`config.mk`:
```
export PLATFORM = sky130hd
export DESIGN_NAME = mem_access
export DESIGN_NICKNAME = d
export VERILOG_FILES = /design/src/rtl/mem_access.sv
export SDC_FILE = /design/constraint.sdc
export NUM_CORES = 1
export LEC_CHECK = 0
export BUFFER_PORTS_ARGS = -buffer_cell sky130_fd_sc_hd__buf_2
export CAP_MARGIN = 20
export CORE_ASPECT_RATIO = 0.8
export CORE_UTILIZATION = 40
export DETAILED_ROUTE_END_ITERATION = 16
export PLACE_DENSITY = 0.78
export SYNTH_ARGS = -nofsm -noshare
export SYNTH_HDL_FRONTEND = slang
export SYNTH_SLANG_ARGS = --single-unit
```
`constraint.sdc`:
```
create_clock -name clk -period 2.7 [get_ports clk]
set_input_delay 0 -clock clk [delete_from_list [all_inputs] [get_ports clk]]
set_output_delay 0 -clock clk [all_outputs]
set_load 0.005 [all_outputs]
```
`src/rtl/mem_access.sv`:
```
// mem_access: MEM stage of the RV64 pipeline.
//  Takes the EX-stage ALU result either as an effective address or as a
//  pass-through result. Aligned loads and stores go out on the data bus. The
//  stage forms byte strobes and lane-shifted store data, and it sign- or
//  zero-extends load data. Misaligned accesses never reach the bus.
// Ports:
//  clk, reset      clock, synchronous active-high reset
//  in_*            EX/MEM instruction fields (held by upstream while stall_out)
//  mem_read/write  load / store (store wins if both are set)
//  mem_size        0=byte 1=half 2=word 3=dword; mem_unsigned selects zero-extend
//  flush           squash the instruction in this stage
//  stall_out       hold EX/MEM and all upstream stages
//  out_*           registered result to MEM/WB (out_valid is a one-cycle pulse)
//  dreq_*          data bus request, held stable until dresp_data_ok
//  dresp_*         bus completion and raw 64-bit read lane data
module mem_access #(
  parameter int XLEN = 64
) (
  input  logic            clk,
  input  logic            reset,
  input  logic            in_valid,
  input  logic [XLEN-1:0] in_addr,
  input  logic [XLEN-1:0] in_wdata,
  input  logic            mem_read,
  input  logic            mem_write,
  input  logic [1:0]      mem_size,
  input  logic            mem_unsigned,
  input  logic            flush,
  output logic            stall_out,
  output logic            out_valid,
  output logic [XLEN-1:0] out_data,
  output logic            out_misaligned,
  output logic            dreq_valid,
  output logic [XLEN-1:0] dreq_addr,
  output logic [7:0]      dreq_strobe,
  output logic [XLEN-1:0] dreq_data,
  output logic [1:0]      dreq_size,
  input  logic            dresp_data_ok,
  input  logic [XLEN-1:0] dresp_data
);

  localparam logic [0:0] S_IDLE = 1'b0;
  localparam logic [0:0] S_BUSY = 1'b1;

  logic [0:0]      state;
  logic            squash;
  logic            req_load;
  logic            req_unsigned;

  logic            memop, aligned, accept;
  logic [2:0]      amask;
  logic [7:0]      sbase;
  logic [5:0]      sh_in, sh_req;
  logic [XLEN-1:0] ld_shift, ld_ext;

  // Sign- or zero-extend the low bytes of the already-shifted read data.
  function automatic logic [XLEN-1:0] extend(input logic [XLEN-1:0] d,
                                             input logic [1:0] sz,
                                             input logic u);
    case (sz)
      2'd0:    extend = {{(XLEN-8){d[7]  & ~u}}, d[7:0]};
      2'd1:    extend = {{(XLEN-16){d[15] & ~u}}, d[15:0]};
      2'd2:    extend = {{(XLEN-32){d[31] & ~u}}, d[31:0]};
      default: extend = d;
    endcase
  endfunction

  always_comb begin
    memop = mem_read | mem_write;
    amask = 3'd0;
    sbase = 8'h01;
    case (mem_size)
      2'd0:    begin amask = 3'd0; sbase = 8'h01; end
      2'd1:    begin amask = 3'd1; sbase = 8'h03; end
      2'd2:    begin amask = 3'd3; sbase = 8'h0F; end
      default: begin amask = 3'd7; sbase = 8'hFF; end
    endcase
    aligned  = (in_addr[2:0] & amask) == 3'd0;
    accept   = (state == S_IDLE) & in_valid & ~flush & memop & aligned;
    sh_in    = {in_addr[2:0], 3'b000};
    sh_req   = {dreq_addr[2:0], 3'b000};
    ld_shift = dresp_data >> sh_req;
    ld_ext   = extend(ld_shift, dreq_size, req_unsigned);
    // While busy, the stall drops in the completion cycle. This lets upstream
    // advance so that a new instruction reaches IDLE on the next cycle.
    stall_out = (state == S_BUSY) ? ~dresp_data_ok : accept;
  end

  always_ff @(posedge clk) begin
    if (reset) begin
      state          <= S_IDLE;
      squash         <= 1'b0;
      req_load       <= 1'b0;
      req_unsigned   <= 1'b0;
      out_valid      <= 1'b0;
      out_data       <= '0;
      out_misaligned <= 1'b0;
      dreq_valid     <= 1'b0;
      dreq_addr      <= '0;
      dreq_strobe    <= 8'h00;
      dreq_data      <= '0;
      dreq_size      <= 2'd0;
    end else begin
      out_valid      <= 1'b0;
      out_misaligned <= 1'b0;
      case (state)
        S_IDLE: begin
          if (in_valid && !flush) begin
            if (!memop) begin
              out_valid <= 1'b1;
              out_data  <= in_addr;
            end else if (!aligned) begin
              out_valid      <= 1'b1;
              out_misaligned <= 1'b1;
              out_data       <= '0;
            end else begin
              state        <= S_BUSY;
              dreq_valid   <= 1'b1;
              dreq_addr    <= in_addr;
              dreq_size    <= mem_size;
              req_load     <= ~mem_write;
              req_unsigned <= mem_unsigned;
              dreq_strobe  <= mem_write ? (sbase << in_addr[2:0]) : 8'h00;
              dreq_data    <= in_wdata << sh_in;
            end
          end
        end
        default: begin
          if (dresp_data_ok) begin
            state      <= S_IDLE;
            dreq_valid <= 1'b0;
            squash     <= 1'b0;
            // The bus cannot abort. A squashed access still waits for its
            // completion, and then its result is discarded.
            if (!(squash || flush)) begin
              out_valid <= 1'b1;
              out_data  <= req_load ? ld_ext : '0;
            end
          end else if (flush) begin
            squash <= 1'b1;
          end
        end
      endcase
    end
  end

endmodule

```
## Word level (Yosys, flattened, before mapping)

Index checks and enable logic that the tools add are counted.

- Flip-flop bits (word level): 209
- Bits in latches: 0
- RAM bits: 0
- ROM bits: 0
- Logic and storage cells: 83
- Memories: 0

- Add/subtract/negate cells: 0
- Multipliers: 0
- Div/mod/pow operators: 0
- $lt $le $gt $ge: 0
- Eq/ne operators: 7
- Shift operators: 3
- Mux-type cells: 30
- Bitwise operators: 16
- Reduce and logical (&&, ||, !) cells: 15

Operators with widths:

| kind | count |
|---|---|
| two-way mux 64 bit | 7 |
| case mux 64 bit (3 select lines) | 1 |
| << shifter 64 x 6 -> 64 bit | 1 |
| right shift 64 x 6 -> 64 bit | 1 |
| case mux 8 bit (3 select lines) | 1 |
| two-way mux 1 bit | 19 |
| AND reduction 4 bit | 3 |
| case mux 3 bit (3 select lines) | 1 |
| two-way mux 8 bit | 1 |
| nonzero test 2 bit | 4 |
| << shifter 8 x 3 -> 8 bit | 1 |
| AND 1 bit | 7 |
| NOT 1 bit | 7 |
| == test 2 x 1 -> 1 bit, second input constant | 2 |
| == test 2 bit, second input constant | 2 |
| logical NOT 2 bit | 2 |
| inequality test 2 bit, second input constant | 2 |
| OR reduction 4 bit | 1 |
| AND 3 bit | 1 |
| logical NOT 3 bit | 1 |
| inequality test 3 bit, second input constant | 1 |
| AND reduction 2 bit | 1 |
| logical AND 1 bit | 1 |
| logical NOT 1 bit | 1 |
| 2 further kinds | 2 |

## Logic depth before layout (Yosys ltp)

- Word-level depth: 8
- Mapped depth: 9
- Depth with buffers taken out: 5

## Worst setup path before layout

No wires, ideal clock.

- Kind: reg-to-reg
- Start point: register dreq_addr[0]
- End point: register out_data[32]
- Arrival: 1.815 ns
- Setup slack: 0.761 ns
- Cell stages (with the launch flop): 8
- Buffers on the path: 2
- Clock period less this slack: 1.939 ns
- Cell sequence: dfxtp_1 > buf_2 > mux4_2 > or2_1 > nand4_2 > a31o_4 > buf_8 > o211ai_2

- Cells in the longest elaborated chain, start to end: 7
- Elaborated cells between the ends (all ways): 9

RTL lines:

| what | line | RTL |
|---|---|---|
| from (decl) | 34 | `output logic [XLEN-1:0] dreq_addr,` |
| from (signal assigned) | 119 | `dreq_addr <= in_addr;` |
| right shift 64 x 6 -> 64 bit (*) | 82 | `ld_shift = dresp_data >> sh_req;` |
| AND 1 bit, on equally long branches | 63, 61, 62 |  |
| case mux 64 bit (3 select lines) (*) | 60 | `case (sz)` |
| two-way mux 64 bit (*) | 137 | `out_data <= req_load ? ld_ext : '0;` |
| two-way mux 64 bit (*) | 135 | `if (!(squash \|\| flush)) begin` |
| two-way mux 64 bit (*) | 129 | `if (dresp_data_ok) begin` |
| two-way mux 64 bit (*) | 106 | `case (state)` |
| to (signal assigned) | 111 | `out_data <= in_addr;` |
| to (signal assigned) | 137 |  |
| to (decl) | 31 | `output logic [XLEN-1:0] out_data,` |

Mark *: on every way between the ends. The rest lies on a longest branch, timed or not. The select of a mux whose other input is x is not followed.
A chain may end at the register's enable or synchronous reset.

## Worst setup path in the final report

- Start point: register state
- End point: register dreq_data[27]

- Cells in the longest elaborated chain, start to end: 2

RTL lines:

| what | line | RTL |
|---|---|---|
| from (decl) | 45 | `logic [0:0] state;` |
| from (signal assigned) | 91 | `state <= S_IDLE;` |
| from (signal assigned) | 117 | `state <= S_BUSY;` |
| from (signal assigned) | 130 | `state <= S_IDLE;` |
| NOT 1 bit (no line) | - |  |
| AND reduction 4 bit (no line) | - |  |
| to (signal assigned) | 124 | `dreq_data <= in_wdata << sh_in;` |
| to (decl) | 36 | `output logic [XLEN-1:0] dreq_data,` |

Every way passes these cells.

==> results.cfg <==
[logic_synthesis]
synthesis.nets = 1615
ys_ff_latch = 209
syn_avg_cell_area_um2 = 8.56
seq_area_frac_synth_pct = 34.6
synth_area_um2 = 12100
synth_compound_area_share_pct = 21.6
synth_edf_count = 0
synthMuxAreaShare_pct = 17.9
synth_area_leaders = dfxtp_1 35%, mux2i_1 8.2%, mux4_2 7.4%, nand2_1 6.3%, a21oi_1 5.5%
yosysMostFrequentCell = dfxtp_1
synth_fa_ha_area_share_pct = 0
synth-simple-area-share_pct = 19.6
synthArstFlopShare_pct = 0
synth_cell_types = 65
synthTopCellsByCount = 209 x dfxtp_1, 204 x nand2_1, 133 x a21oi_1, 99 x mux2i_1, 99 x nor2_1
synth_top_area_share_pct = 34.6
yosysTopAreaCell = dfxtp_1
synth_top_family_by_area = compound AO/OA/AOI/OAI gates
synthXorXnorAreaFrac_pct = 0
yosysWarnings = 0
syn-instance-count = 1413
synth_flop_cell = dfxtp_1

[die]
initial_core_util_pct = 41.0
core_um2 = 29500
die_y_um = 158
dieArea_um2 = 31000
rows = 56
io_pins = 408
die_w_um = 196

[global_route]
grt_pass1_vias = 12500
grt_max_degree = 101
antenna_found_initial = 8
grt_pass1_wl_mm = 72.4
grt-ovfl-total = 0
grt_use_total_pct = 30.0

[flow_run]
max_cap_viol_count = 0

[critical_path]
worstReg2RegEnd = dreq_data[27]$_SDFFE_PP0P_
cp.required_ns = 3.14
regToRegStartpoint = state$_SDFF_PP0_
cp_max_fo = 20
worst-setup-path-type = reg2reg
startpoint_type = flop
setup.worst_path.end_class = flop
crit_arrival_ns = 2.97
rr_worst_depth = 6
r2r_setup_slack_ns = 0.16

[sta]
min_period_over_period_pct = 94.0
hold_violations = 0
rsz0062_at_grt = false
setup_viol = 0
fin_tns_setup_ns = 0
max_freq_mhz = 394
relSlewSlack_pct = 33.4
maxSlewViolCount = 0
skew_ns = 0.0159
period_needed_ns = 2.54
max_slew.worst_pin.slew_ns = 0.998

[clock_network]
cts_max_path_buffers = 3
cts_made_buffers = 24
cts_tree = yes
clkSlewWorstSetupHoldPaths_ns = 0.06
cts_root_buf = clkbuf_16
insertion_delay_ns = 0.52
cts.sinks = 209
htreeDepth = 1

[placed_design]
hpwl_mm = 34.9
gp_congestion = 0.963
dp_cells = 2118
port_buffers = 407

[layout]
finalNetCount = 2033
fill_cells = 2660
drive_above_1_share_pct = 32.6
area_delta_synth_final_pct = 33.4
fin_cells = 2257

[drt]
first_pass_iters = 8
vias = 13300
drt_wl_total_mm = 49.1
ant_nets = 0
dr.first_iter.drc_count = 1447
wire_per_inst_um = 21.8
drc = 0
avgViaCountPerCell = 5.88

[hold_path]
worstHoldEndpoint = dreq_data[44]$_SDFFE_PP0P_
hp-start = in_wdata[28]
hold_depth = 4
hold_path_class = in2reg

[pwr]
p_leak_nw = 6.69
ir_drop_uv = 428
cellPowerDensity_nw_per_um2 = 511

[status]
outcome = complete, no violations
-- worst max path at each step --
stage | start | to | slack [ns]
after CTS | state$_SDFF_PP0_ | dreq_data[27]$_SDFFE_PP0P_ | 0.23
after global routing | state$_SDFF_PP0_ | dreq_data[27]$_SDFFE_PP0P_ | 0.05
after detailed placement | dreq_addr[0]$_SDFFE_PP0P_ | out_data[53]$_SDFFE_PP0P_ | 0.26
final | state$_SDFF_PP0_ | dreq_data[27]$_SDFFE_PP0P_ | 0.16
after floorplan | dreq_addr[0]$_SDFFE_PP0P_ | out_data[32]$_SDFFE_PP0P_ | 0.76
after global placement | state$_SDFF_PP0_ | dreq_data[27]$_SDFFE_PP0P_ | 0.27
-- final cells by class --
cell class                      count  area [um2]  area share (%)
Tap cell                          406         508            3.15
Multi-Input combinational cell   1047        7200            44.6
Timing Repair Buffer              538        3350            20.7
Inverter                           11        41.3           0.256
Antenna cell                        6        15.0          0.0930
Clock buffer                       32         693            4.30
Clock inverter                      8         144           0.892
Sequential cell                   209        4190            26.0
-- state kept, by name (all words and copies together), names as in the netlist --
signal / count
squash: 1
dreq_size: 2
out_valid: 1
req_unsigned: 1
dreq_data: 64
req_load: 1
state: 1
dreq_strobe: 8
dreq_valid: 1
dreq_addr: 64
out_misaligned: 1
out_data: 64
-- power breakdown --
group          internal [W]  switching [W]  leakage (nW)
Clock               0.00217        0.00134         0.412
Sequential          0.00318      0.0000637          1.70
Combinational      0.000642       0.000850          4.58
-- stage by stage --
step | instance area (um2) | power, W | worst slack (ns) | hold WS, ns | util [%]
3_5_place_dp | 14300 | 0.00465 | 0.261 | 0.228 | 48.6
2_1_floorplan | 12100 | 0.00407 | 0.761 | 0.0823 | -
5_1_grt | 16100 | 0.00853 | 0.0485 | 0.0230 | 54.7
3_3_place_gp | 14300 | 0.00463 | 0.273 | 0.221 | 48.6
4_1_cts | 16100 | 0.00826 | 0.231 | 0.000674 | 54.6
6_report | 16100 | 0.00825 | 0.163 | 0.0182 | 54.7
-- timing repair --
action                    in CTS  in global routing
buffers inserted               0                  0
resized for setup              0                  0
hold endpoints to repair     155                  0
hold buffers                  92                  0
-- cells in the final DEF (no fill, tap or decap), types with 11 or more instances in the layout --
| master | count |
|---|---|
| buf_2 | 405 |
| dfxtp_1 | 206 |
| nand2_1 | 204 |
| a21oi_1 | 133 |
| mux2i_1 | 99 |
| nor2_1 | 98 |
| nand3_1 | 98 |
| dlygate4sd3_1 | 92 |
| a211oi_1 | 50 |
| o21ai_0 | 42 |
| mux4_2 | 40 |
| nor3_1 | 35 |
| buf_4 | 33 |
| o211ai_2 | 30 |
| clkbuf_16 | 26 |
| mux2_2 | 21 |
| nor2b_1 | 19 |
| o22ai_1 | 17 |
| a2111oi_0 | 15 |
| a2bb2oi_1 | 14 |
| or3_1 | 13 |
| nand3b_1 | 11 |
-- logic make-up after synthesis --
| family | after synthesis |
|---|---|
| AOI/OAI and AO/OA | 367 |
| buffers and inverters | 157 |
| DFF | 209 |
| muxes | 162 |
| and+or+nand+nor | 518 |
-- worst max-delay path: stages (launching register included) --
cell and delay [ns]:
dfxtp_1 0.41, nor3b_2 0.38, o2111ai_4 0.47, a2111oi_0 0.81
buf_4 0.24, a21oi_1 0.04, nor2_1 0.10
-- metal layers --
layer  vias up  share of wire, %  GRT usage (%)
li1       6019                 -              -
met1      6307                42           40.5
met2       798                44           46.0
met3       153                10           7.39
met4         4               4.2           12.1
met5         -             0.051              0
Note: power is estimated with default switching activity, not from simulation.
